### src/rtl/pcpu_pkg.sv
// ---------------------------------------------------------------------------
// pcpu_pkg : shared types for the pcpu pipeline control logic.
//
// Contents
//   hzd_state_t  - state of the hazard sequencer (RUN / MEM_WAIT / HALT)
//   MEM2REG_LOAD - MemtoReg encoding that marks a load in ID/EX
//   pipe_ctrl_t  - bundle of the seven pipeline enable/flush controls
//   CTRL_*       - the fixed control patterns the sequencer selects between
// ---------------------------------------------------------------------------
package pcpu;

  typedef enum logic [1:0] {
    HZD_RUN      = 2'd0,
    HZD_MEM_WAIT = 2'd1,
    HZD_HALT     = 2'd2
  } hzd_state_t;

  localparam logic [1:0] MEM2REG_LOAD = 2'b01;

  typedef struct packed {
    logic pc_en;
    logic en_ifid;
    logic flush_ifid;
    logic en_idex;
    logic flush_idex;
    logic en_exmem;
    logic en_memwb;
  } pipe_ctrl_t;

  // Everything advances, nothing squashed.
  localparam pipe_ctrl_t CTRL_NORMAL = '{pc_en: 1'b1, en_ifid: 1'b1, flush_ifid: 1'b0,
                                         en_idex: 1'b1, flush_idex: 1'b0,
                                         en_exmem: 1'b1, en_memwb: 1'b1};

  // Whole pipeline frozen (memory wait or halt).
  localparam pipe_ctrl_t CTRL_FREEZE = '{pc_en: 1'b0, en_ifid: 1'b0, flush_ifid: 1'b0,
                                         en_idex: 1'b0, flush_idex: 1'b0,
                                         en_exmem: 1'b0, en_memwb: 1'b0};

  // Taken branch: PC takes the target, the two younger instructions are squashed.
  localparam pipe_ctrl_t CTRL_BRANCH = '{pc_en: 1'b1, en_ifid: 1'b1, flush_ifid: 1'b1,
                                         en_idex: 1'b1, flush_idex: 1'b1,
                                         en_exmem: 1'b1, en_memwb: 1'b1};

  // RAW stall: PC and IF/ID hold, a bubble enters ID/EX, older stages drain.
  localparam pipe_ctrl_t CTRL_RAW    = '{pc_en: 1'b0, en_ifid: 1'b0, flush_ifid: 1'b0,
                                         en_idex: 1'b1, flush_idex: 1'b1,
                                         en_exmem: 1'b1, en_memwb: 1'b1};

  // Forced while reset is asserted: nothing advances, IF/ID and ID/EX hold NOPs.
  localparam pipe_ctrl_t CTRL_RESET  = '{pc_en: 1'b0, en_ifid: 1'b0, flush_ifid: 1'b1,
                                         en_idex: 1'b0, flush_idex: 1'b1,
                                         en_exmem: 1'b0, en_memwb: 1'b0};

endpackage

### src/rtl/pipe_hazard_detect.sv
// ---------------------------------------------------------------------------
// pipe_hazard_detect : purely combinational RAW / load-use detection between
// the instruction in ID and the producers held in ID/EX and EX/MEM.
//
// Parameters
//   FORWARDING : 1 - forwarding exists, only a load in EX causes a stall
//                0 - no forwarding, any RAW against EX or MEM stalls
// Ports
//   Rs1_addr_ID, Rs2_addr_ID : source registers of the ID instruction
//   use_rs1_ID, use_rs2_ID   : the ID instruction actually reads rs1 / rs2
//   Rd_addr_EX, RegWrite_EX, MemtoReg_EX : producer held in ID/EX
//   Rd_addr_MEM, RegWrite_MEM            : producer held in EX/MEM
//   raw    : stall request for the ID instruction
//   ld_use : load-use hazard against EX (independent of FORWARDING)
// ---------------------------------------------------------------------------
module pipe_hazard_detect
  import pcpu::*;
#(
  parameter int FORWARDING = 1
) (
  input  logic [4:0] Rs1_addr_ID,
  input  logic [4:0] Rs2_addr_ID,
  input  logic       use_rs1_ID,
  input  logic       use_rs2_ID,
  input  logic [4:0] Rd_addr_EX,
  input  logic       RegWrite_EX,
  input  logic [1:0] MemtoReg_EX,
  input  logic [4:0] Rd_addr_MEM,
  input  logic       RegWrite_MEM,
  output logic       raw,
  output logic       ld_use
);

  logic hit_ex;
  logic hit_mem;
  logic ex_is_load;
  logic raw_any;

  always_comb begin
    // x0 is hard-wired to zero, so a write to it never creates a dependency.
    hit_ex  = (Rd_addr_EX != 5'd0) &&
              ((use_rs1_ID && (Rs1_addr_ID == Rd_addr_EX)) ||
               (use_rs2_ID && (Rs2_addr_ID == Rd_addr_EX)));
    hit_mem = (Rd_addr_MEM != 5'd0) &&
              ((use_rs1_ID && (Rs1_addr_ID == Rd_addr_MEM)) ||
               (use_rs2_ID && (Rs2_addr_ID == Rd_addr_MEM)));

    ex_is_load = RegWrite_EX && (MemtoReg_EX == MEM2REG_LOAD);
    ld_use     = ex_is_load && hit_ex;
    raw_any    = (RegWrite_EX && hit_ex) || (RegWrite_MEM && hit_mem);

    raw = (FORWARDING != 0) ? ld_use : raw_any;
  end

endmodule

### src/rtl/pipeline_hazard_ctrl.sv
// ---------------------------------------------------------------------------
// pipeline_hazard_ctrl : central stall/flush sequencer of the 5-stage pcpu.
//
// Arbitrates load-use/RAW hazards, taken branches in EX and a multi-cycle
// data-memory handshake into the PC / pipeline-register enables and flushes.
// A small FSM tracks memory-wait length and halts on timeout; saturating
// counters record stalled cycles and taken-branch flushes for debug.
//
// Parameters
//   FORWARDING  : 1 - stall only on load-use, 0 - stall on any RAW (EX/MEM)
//   MEM_TIMEOUT : MEM_WAIT cycles tolerated before HALT (0 = never halt)
//   CNT_W       : width of stall_cnt / flush_cnt
// Ports
//   clk_HZD, rstn_HZD            : clock, synchronous active-low reset
//   Rs*_addr_ID, use_rs*_ID      : operands of the ID instruction
//   Rd_addr_EX, RegWrite_EX, MemtoReg_EX : ID/EX producer
//   Rd_addr_MEM, RegWrite_MEM    : EX/MEM producer
//   taken_EX                     : branch/jump resolved taken in EX
//   dmem_req_MEM, dmem_ack_MEM   : data-memory handshake of the MEM stage
//   PC_en, en_*, flush_*         : pipeline controls (combinational)
//   halted, mem_err              : HALT state, sticky timeout flag
//   stall_cnt, flush_cnt         : saturating debug counters
// ---------------------------------------------------------------------------
module pipeline_hazard_ctrl
  import pcpu::*;
#(
  parameter int FORWARDING  = 1,
  parameter int MEM_TIMEOUT = 255,
  parameter int CNT_W       = 32
) (
  input  logic             clk_HZD,
  input  logic             rstn_HZD,
  input  logic [4:0]       Rs1_addr_ID,
  input  logic [4:0]       Rs2_addr_ID,
  input  logic             use_rs1_ID,
  input  logic             use_rs2_ID,
  input  logic [4:0]       Rd_addr_EX,
  input  logic             RegWrite_EX,
  input  logic [1:0]       MemtoReg_EX,
  input  logic [4:0]       Rd_addr_MEM,
  input  logic             RegWrite_MEM,
  input  logic             taken_EX,
  input  logic             dmem_req_MEM,
  input  logic             dmem_ack_MEM,
  output logic             PC_en,
  output logic             en_IFID,
  output logic             flush_IFID,
  output logic             en_IDEX,
  output logic             flush_IDEX,
  output logic             en_EXMEM,
  output logic             en_MEMWB,
  output logic             halted,
  output logic             mem_err,
  output logic [CNT_W-1:0] stall_cnt,
  output logic [CNT_W-1:0] flush_cnt
);

  // Wide enough to hold MEM_TIMEOUT itself without wrapping.
  localparam int                WAIT_W     = $clog2(MEM_TIMEOUT + 2);
  localparam logic [WAIT_W-1:0] WAIT_LIMIT = WAIT_W'(MEM_TIMEOUT);

  function automatic logic [CNT_W-1:0] sat_inc(input logic [CNT_W-1:0] v);
    return (&v) ? v : v + CNT_W'(1);
  endfunction

  function automatic logic [WAIT_W-1:0] wait_inc(input logic [WAIT_W-1:0] v);
    return (&v) ? v : v + WAIT_W'(1);
  endfunction

  // Hazard detection
  logic raw;
  logic ld_use;

  pipe_hazard_detect #(
    .FORWARDING (FORWARDING)
  ) u_detect (
    .Rs1_addr_ID  (Rs1_addr_ID),
    .Rs2_addr_ID  (Rs2_addr_ID),
    .use_rs1_ID   (use_rs1_ID),
    .use_rs2_ID   (use_rs2_ID),
    .Rd_addr_EX   (Rd_addr_EX),
    .RegWrite_EX  (RegWrite_EX),
    .MemtoReg_EX  (MemtoReg_EX),
    .Rd_addr_MEM  (Rd_addr_MEM),
    .RegWrite_MEM (RegWrite_MEM),
    .raw          (raw),
    .ld_use       (ld_use)
  );

  // ld_use is already folded into raw; it is kept for visibility only.
  logic ld_use_unused;
  assign ld_use_unused = ld_use;

  hzd_state_t        state_q,     state_d;
  logic [WAIT_W-1:0] wait_cnt_q,  wait_cnt_d;
  logic              mem_err_q,   mem_err_d;
  logic [CNT_W-1:0]  stall_cnt_q, stall_cnt_d;
  logic [CNT_W-1:0]  flush_cnt_q, flush_cnt_d;

  logic       mem_stall;
  logic       take_branch;
  logic       count_flush;
  pipe_ctrl_t ctrl_run;
  pipe_ctrl_t ctrl_core;
  pipe_ctrl_t ctrl_out;

  always_comb begin
    mem_stall = dmem_req_MEM && !dmem_ack_MEM;

    // Decision used whenever the pipeline is free to move (RUN without a
    // memory stall, or the release cycle of MEM_WAIT). A branch squashes the
    // ID instruction, so a coincident RAW stall is moot.
    ctrl_run    = CTRL_NORMAL;
    take_branch = 1'b0;
    if (taken_EX) begin
      ctrl_run    = CTRL_BRANCH;
      take_branch = 1'b1;
    end else if (raw) begin
      ctrl_run = CTRL_RAW;
    end

    ctrl_core   = ctrl_run;
    count_flush = take_branch;
    state_d     = state_q;
    wait_cnt_d  = wait_cnt_q;
    mem_err_d   = mem_err_q;

    case (state_q)
      HZD_HALT: begin
        ctrl_core   = CTRL_FREEZE;
        count_flush = 1'b0;
      end
      HZD_MEM_WAIT: begin
        if (!dmem_ack_MEM) begin
          // Still waiting: freeze and leave branch/RAW pending on the inputs.
          ctrl_core   = CTRL_FREEZE;
          count_flush = 1'b0;
          if ((MEM_TIMEOUT != 0) && (wait_cnt_q == WAIT_LIMIT)) begin
            state_d   = HZD_HALT;
            mem_err_d = 1'b1;
          end else begin
            wait_cnt_d = wait_inc(wait_cnt_q);
          end
        end else begin
          // Release cycle: ctrl_run applies any pending branch or RAW stall.
          state_d    = HZD_RUN;
          wait_cnt_d = '0;
        end
      end
      default: begin
        if (mem_stall) begin
          ctrl_core   = CTRL_FREEZE;
          count_flush = 1'b0;
          state_d     = HZD_MEM_WAIT;
          wait_cnt_d  = WAIT_W'(1);
        end
      end
    endcase

    stall_cnt_d = ctrl_core.pc_en ? stall_cnt_q : sat_inc(stall_cnt_q);
    flush_cnt_d = count_flush ? sat_inc(flush_cnt_q) : flush_cnt_q;

    ctrl_out = rstn_HZD ? ctrl_core : CTRL_RESET;
  end

  always_ff @(posedge clk_HZD) begin
    if (!rstn_HZD) begin
      state_q     <= HZD_RUN;
      wait_cnt_q  <= '0;
      mem_err_q   <= 1'b0;
      stall_cnt_q <= '0;
      flush_cnt_q <= '0;
    end else begin
      state_q     <= state_d;
      wait_cnt_q  <= wait_cnt_d;
      mem_err_q   <= mem_err_d;
      stall_cnt_q <= stall_cnt_d;
      flush_cnt_q <= flush_cnt_d;
    end
  end

  assign PC_en      = ctrl_out.pc_en;
  assign en_IFID    = ctrl_out.en_ifid;
  assign flush_IFID = ctrl_out.flush_ifid;
  assign en_IDEX    = ctrl_out.en_idex;
  assign flush_IDEX = ctrl_out.flush_idex;
  assign en_EXMEM   = ctrl_out.en_exmem;
  assign en_MEMWB   = ctrl_out.en_memwb;

  assign halted    = rstn_HZD && (state_q == HZD_HALT);
  assign mem_err   = mem_err_q;
  assign stall_cnt = stall_cnt_q;
  assign flush_cnt = flush_cnt_q;

endmodule

### config.mk
export PLATFORM = sky130hd
export DESIGN_NAME = pipeline_hazard_ctrl
export DESIGN_NICKNAME = d
export VERILOG_FILES = /design/src/rtl/pcpu_pkg.sv /design/src/rtl/pipe_hazard_detect.sv /design/src/rtl/pipeline_hazard_ctrl.sv
export SDC_FILE = /design/constraint.sdc
export NUM_CORES = 1
export LEC_CHECK = 0
export ABC_AREA = 1
export CAP_MARGIN = 20
export CORE_MARGIN = 4
export CORE_UTILIZATION = 51
export DETAILED_ROUTE_END_ITERATION = 10
export DONT_BUFFER_PORTS = 1
export GPL_TIMING_DRIVEN = 0
export PLACE_DENSITY_LB_ADDON = 0.3
export SYNTH_ARGS = -nofsm -noshare
export SYNTH_HDL_FRONTEND = slang
export SYNTH_SLANG_ARGS = --single-unit
export TNS_END_PERCENT = 30
### constraint.sdc
create_clock -name clk_HZD -period 5.25 [get_ports clk_HZD]
set_input_delay 1.575 -clock clk_HZD [delete_from_list [all_inputs] [get_ports clk_HZD]]
set_output_delay 1.575 -clock clk_HZD [all_outputs]
set_load 0.01 [all_outputs]
## Yosys cells after proc, flatten, opt, wreduce, memory -nomap -nowiden

Index checks and enable logic that the tools add are counted.

- Input bits: 31
- Output and inout bits: 73
- Register bits after elaboration: 76

- Reduce and logical (&&, ||, !) cells: 19
- Bitwise operators: 5
- Mux-type cells: 19
- Add/sub/neg operators: 3
- Eq/ne operators: 9

Operator list:

| cell | number |
|---|---|
| $add A32 B1 Y32 const B | 2 |
| $reduce_and A32 Y1 | 2 |
| $mux W9 | 4 |
| $mux W7 | 5 |
| $pmux W9 S2 | 1 |
| $pmux W7 S2 | 1 |
| $eq A5 B5 Y1 | 2 |
| $add A9 B1 Y9 const B | 1 |
| $eq A9 B8 Y1 const B | 1 |
| $ne A3 B3 Y1 const B | 3 |
| $reduce_and A9 Y1 | 1 |
| $logic_and A1 B1 Y1 | 7 |
| $mux W2 | 3 |
| $reduce_and A3 Y1 | 2 |
| $not A1 Y1 | 5 |
| $reduce_bool A5 Y1 | 1 |
| $eq A2 B1 Y1 const B | 2 |
| $pmux W2 S2 | 1 |
| $reduce_and A2 Y1 | 2 |
| $reduce_and A4 Y1 | 1 |
| $mux W1 | 3 |
| $eq A2 B2 Y1 const B | 1 |
| $pmux W1 S2 | 1 |
| $reduce_bool A2 Y1 | 1 |
| 2 further kinds | 2 |

## Depth between registers and ports, before layout

- Depth after elaboration: 11
- Mapped depth: 13
- Depth with buffers taken out: 13

## Modules after synthesis

Synthesis repeated with hierarchy kept, for this count alone.

- Cell total of the unflattened synthesis: 819
- Area total of the unflattened synthesis: 4877.2 µm²

Modules (own cells, without submodules):

| module | cells each | area each (µm²) | seq. area each (µm²) | instances |
|---|---|---|---|---|
| pipeline_hazard_ctrl | 761 | 4639.4 | 1521.5 | 1 |
| pipe_hazard_detect | 58 | 237.7 | 0.0 | 1 |

## Least setup slack after synthesis

Ideal clock, no wire load.

- Path type: input to output
- Start: in Rd_addr_EX[2]
- End: out en_IFID
- Path buffers: 2
- Data arrival time: 2719 ps
- Required time: 3675 ps
- Setup slack: 956 ps
- Stages: 11
- Cells stage by stage: inv_1 > nand2_1 > nand2_1 > nor2_1 > nand3_1 > nand2_1 > nand2_1 > nand2_1 > buf_2 > a21oi_1 > buf_4

- Cells in the longest elaborated chain, start to end: 10
- Elaborated cells between the ends (all ways): 14

RTL lines:

| what | line | RTL |
|---|---|---|
| from (decl) | pipeline_hazard_ctrl.sv:37 | `input logic [4:0] Rd_addr_EX,` |
| $eq A5 B5 Y1, on equally long branches | pipe_hazard_detect.sv:42, pipe_hazard_detect.sv:43 |  |
| $logic_and A1 B1 Y1, on equally long branches | pipe_hazard_detect.sv:42, pipe_hazard_detect.sv:43 |  |
| $logic_or A1 B1 Y1 | pipe_hazard_detect.sv:42 | `((use_rs1_ID && (Rs1_addr_ID == Rd_addr_EX)) \|\|` |
| $logic_and A1 B1 Y1 * | pipe_hazard_detect.sv:41 | `hit_ex = (Rd_addr_EX != 5'd0) &&` |
| $logic_and A1 B1 Y1 * | pipe_hazard_detect.sv:49 | `ld_use = ex_is_load && hit_ex;` |
| $mux W7 * | pipeline_hazard_ctrl.sv:118 | `end else if (raw) begin` |
| $mux W7 * | pipeline_hazard_ctrl.sv:115 | `if (taken_EX) begin` |
| $mux W7, on equally long branches | pipeline_hazard_ctrl.sv:151, pipeline_hazard_ctrl.sv:134 |  |
| $pmux W7 S2 * | pipeline_hazard_ctrl.sv:128 | `case (state_q)` |
| $mux W7 * | pipeline_hazard_ctrl.sv:163 | `ctrl_out = rstn_HZD ? ctrl_core : CTRL_RESET;` |
| to (decl) | pipeline_hazard_ctrl.sv:46 | `output logic en_IFID,` |

Every way passes the cells marked *; elsewhere a longest branch is shown, timed or not.

## Worst setup path after layout

Same ends and word-level chain as after synthesis.

==> flow_summary_export.csv <==
group,metric,value,unit
critical_path,required,3.68,ns
global_routing,grt_overflow,0,
critical_path,critPathArrivalTime,2.98,ns
power_and_ir_drop,powerDensity,242,nW/um^2
final_layout,nets,849,
timing,slew_viol_final,0,
floorplanning,start_util,53.1,%
global_routing,antenna_found_initial,0,
synth,synthDistinctLibCells,32,
final_layout,layout-drive-gt1-share,7.12,%
synth,ys_seq_area_share,30.6,%
synth,async_flop_share,0,%
timing,skew,0.0129,ns
job,maxCapViolCount,0,
power_and_ir_drop,ir_drop,0.000159,V
critical_path,path_cells,"inv_1 > nand2_1 > nand2_1 > nor2_1 > nand3_1 > nand2_1 > nand2_1 > nand2_1 > buf_2 > a21oi_1 > buf_4",
hold_path,hold_path_depth,2,
critical_path,worstSetupPathType,"in2out",
critical_path,cp-startpoint,"Rd_addr_EX[2]",
critical_path,critical_path.most_common_cell,"nand2_1",
global_routing,grt_usage,24.8,%
clock_tree,cts.sinks,76,
route,route.vias.total,5119,
route,drtIter0Drc,276,
clock_tree,cts_hold_buf,0,
clock_tree,cts_resized,0,
clock_tree,clockBufferDepth,2,
critical_path,reg2reg_from,"wait_cnt_q[0]",
timing,tightestPinTransition,0.656,ns
global_routing,grt_pass1_vias,4969,
critical_path,r2r_cells,12,
critical_path,crit_fanout,10,
hold_path,min_path_type,"reg2reg",
floorplanning,die_height,107,um
route,drtPass1Iterations,5,
synth,syn_area,4980,sq um
critical_path,crit_path_end_kind,"primary output",
clock_tree,clock_latency,0.35,ns
route,routedWlPerCell,14.9,um
power_and_ir_drop,finalPower,0.00131,W
route,via_per_inst,5.42,
timing,final-setup-viol-count,0,
timing,finalWorstPathRequiredPeriod,4.55,ns
critical_path,start_kind,"input port",
timing,rsz0062_at_grt,"false",
timing,fmax,220,MHz
placement,routabilityCongestion,1.04,
timing,finalHoldViolCount,0,
global_routing,grt_max_degree,13,
timing,layout_worst_path_cycle_share,86.7,%
synth,avgSynthCellArea,6.22,sq um
final_layout,insertedDiodeCount,0,
route,routed_wl,14100,um
floorplanning,die-area,11400,sq um
floorplanning,coreArea,9370,sq um
critical_path,cp_slowest_cell,"a21oi_1",
synth,synth_edf_count,0,
synth,synth_warnings,0,
final_layout,n_fill_cell,942,
critical_path,critical_path.max_stage_delay,0.31,ns
clock_tree,post_cts_buffers,0,
power_and_ir_drop,cellLeakagePower,2.00,nW
synth,synth-main-ff-cell,"dfxtp_1",
synth,synth_fp_nets,838,
floorplanning,fp.dieW,107,um
outcome,status,"completed",
placement,hpwl,11000,um
critical_path,crit_path_end,"en_IFID",
timing,setup_tns,0,ns
final_layout,utilization,57.5,%
clock_tree,clkTransAtPathRegs,0.07,ns
clock_tree,htreeDepth,3,
critical_path,reg2reg_setup_slack,2.89,ns
floorplanning,num_rows,35,
placement,numPortBuffers,0,
floorplanning,ioPinCount,104,
critical_path,r2r-end,"wait_cnt_q[7]",
clock_tree,cts_tree,"built",
route,drcViolationCount,0,
synth,synth-seq-cells,76,
clock_tree,cts_buffers,9,
timing,slew_headroom,56.3,%
final_layout,area_growth,8.32,%
route,detail-route-antenna-nets,0,
clock_tree,cts_root_buffer,"clkbuf_8",
global_routing,grt_first_pass_wirelength,23300,um
synth,synthCells,800,
-- layout make-up --
class                      count  area [sq um]  area share, %
multi-input combinational    632          3060           56.7
sequential                    76          1520           28.2
inverter                      64           240           4.45
tap                          129           161           2.99
buffer                        28           158           2.92
clock buffer                  10           128           2.37
clock inverter                 5           125           2.32
-- Yosys cell counts, drive strengths merged, types with 3 or more instances --
| cell | n | area share (%) |
|---|---|---|
| o21ai | 10 | 1.0 |
| o21bai | 3 | 0.45 |
| dfxtp | 76 | 31 |
| nand3b | 17 | 2.6 |
| nand2 | 285 | 22 |
| nor3 | 26 | 2.9 |
| a21oi | 67 | 6.9 |
| xor2 | 28 | 4.9 |
| nand4 | 42 | 5.6 |
| ha | 7 | 1.8 |
| buf | 16 | 2.3 |
| nor2 | 110 | 8.7 |
| inv | 63 | 4.8 |
| nand3 | 25 | 3.0 |
| xnor2 | 9 | 1.6 |
| clkbuf | 12 | 0.90 |
-- power by group --
part	switching (W)	internal [W]	leakage, nW
sequential	0.0000101	0.000582	0.613
combinational	0.0000938	0.0000385	1.26
clock	0.000220	0.000361	0.126
-- critical path: cells and delay by family --
family,cells,cell delay (ns)
buf+inv,3,0.53
simple gates,7,0.55
compound gates,1,0.31
-- per-stage QoR --
stage | area (sq um) | hold slack, ns | cells | worst slack [ns]
final | 5390 | 0.491 | 944 | 0.700
after global routing | 5390 | 0.508 | 944 | 0.591
after CTS | 5390 | 0.486 | 944 | 0.679
after detailed placement | 5140 | 0.476 | 929 | 0.678
after global placement | 5140 | 0.453 | 929 | 0.692
after floorplan | 4980 | 0.444 | 800 | 0.956
-- cell families (layout without fill, tap and decap cells) --
group                    count (synthesis)  count (layout)  synth area share, %
buffers and inverters                   92             107                 7.99
adder cells (fa/ha/maj)                  7               7                 1.76
flip-flops                              76              76                 30.6
AND/OR/NAND/NOR                        508             508                 44.8
AO/OA/AOI/OAI                           80              80                 8.34
XOR/XNOR                                37              37                 6.51
-- how the worst min path moves through the flow --
stage	endpoint	startpoint	slack [ns]
2_1_floorplan	wait_cnt_q[5]	wait_cnt_q[5]	0.44
3_3_place_gp	wait_cnt_q[5]	wait_cnt_q[5]	0.45
3_5_place_dp	wait_cnt_q[8]	wait_cnt_q[8]	0.48
4_1_cts	wait_cnt_q[5]	wait_cnt_q[5]	0.49
5_1_grt	wait_cnt_q[8]	wait_cnt_q[8]	0.51
6_report	wait_cnt_q[5]	wait_cnt_q[5]	0.49
-- cells in the final DEF, fill, tap and decap left out, types with 5 or more instances in the layout --
cell	Yosys	layout
o21ai_0	9	9
nor3_1	23	23
buf_2	6	6
a21oi_1	65	65
nor2_1	104	104
nand3b_1	17	17
xor2_1	28	28
buf_4	6	6
inv_1	53	53
nand4_1	41	41
xnor2_1	9	9
nand2_1	281	281
clkbuf_1	12	13
clkbuf_8	0	9
nand3_1	22	22
nor2_2	5	5
ha_1	7	7
dfxtp_1	76	76
inv_2	10	10
-- registers in the layout (all words and copies together), names as in the netlist --
register and cells:
state_q 2, mem_err 1, flush_cnt 32, wait_cnt_q 9
stall_cnt 32
-- layer usage --
layer  part of all wire [%]  global-route usage (%)
met1                     39                    28.0
met2                     49                    44.0
met3                    8.9                    7.59
met4                    2.5                    9.04
met5                      0                       0
(Power assumes the default switching activity.)
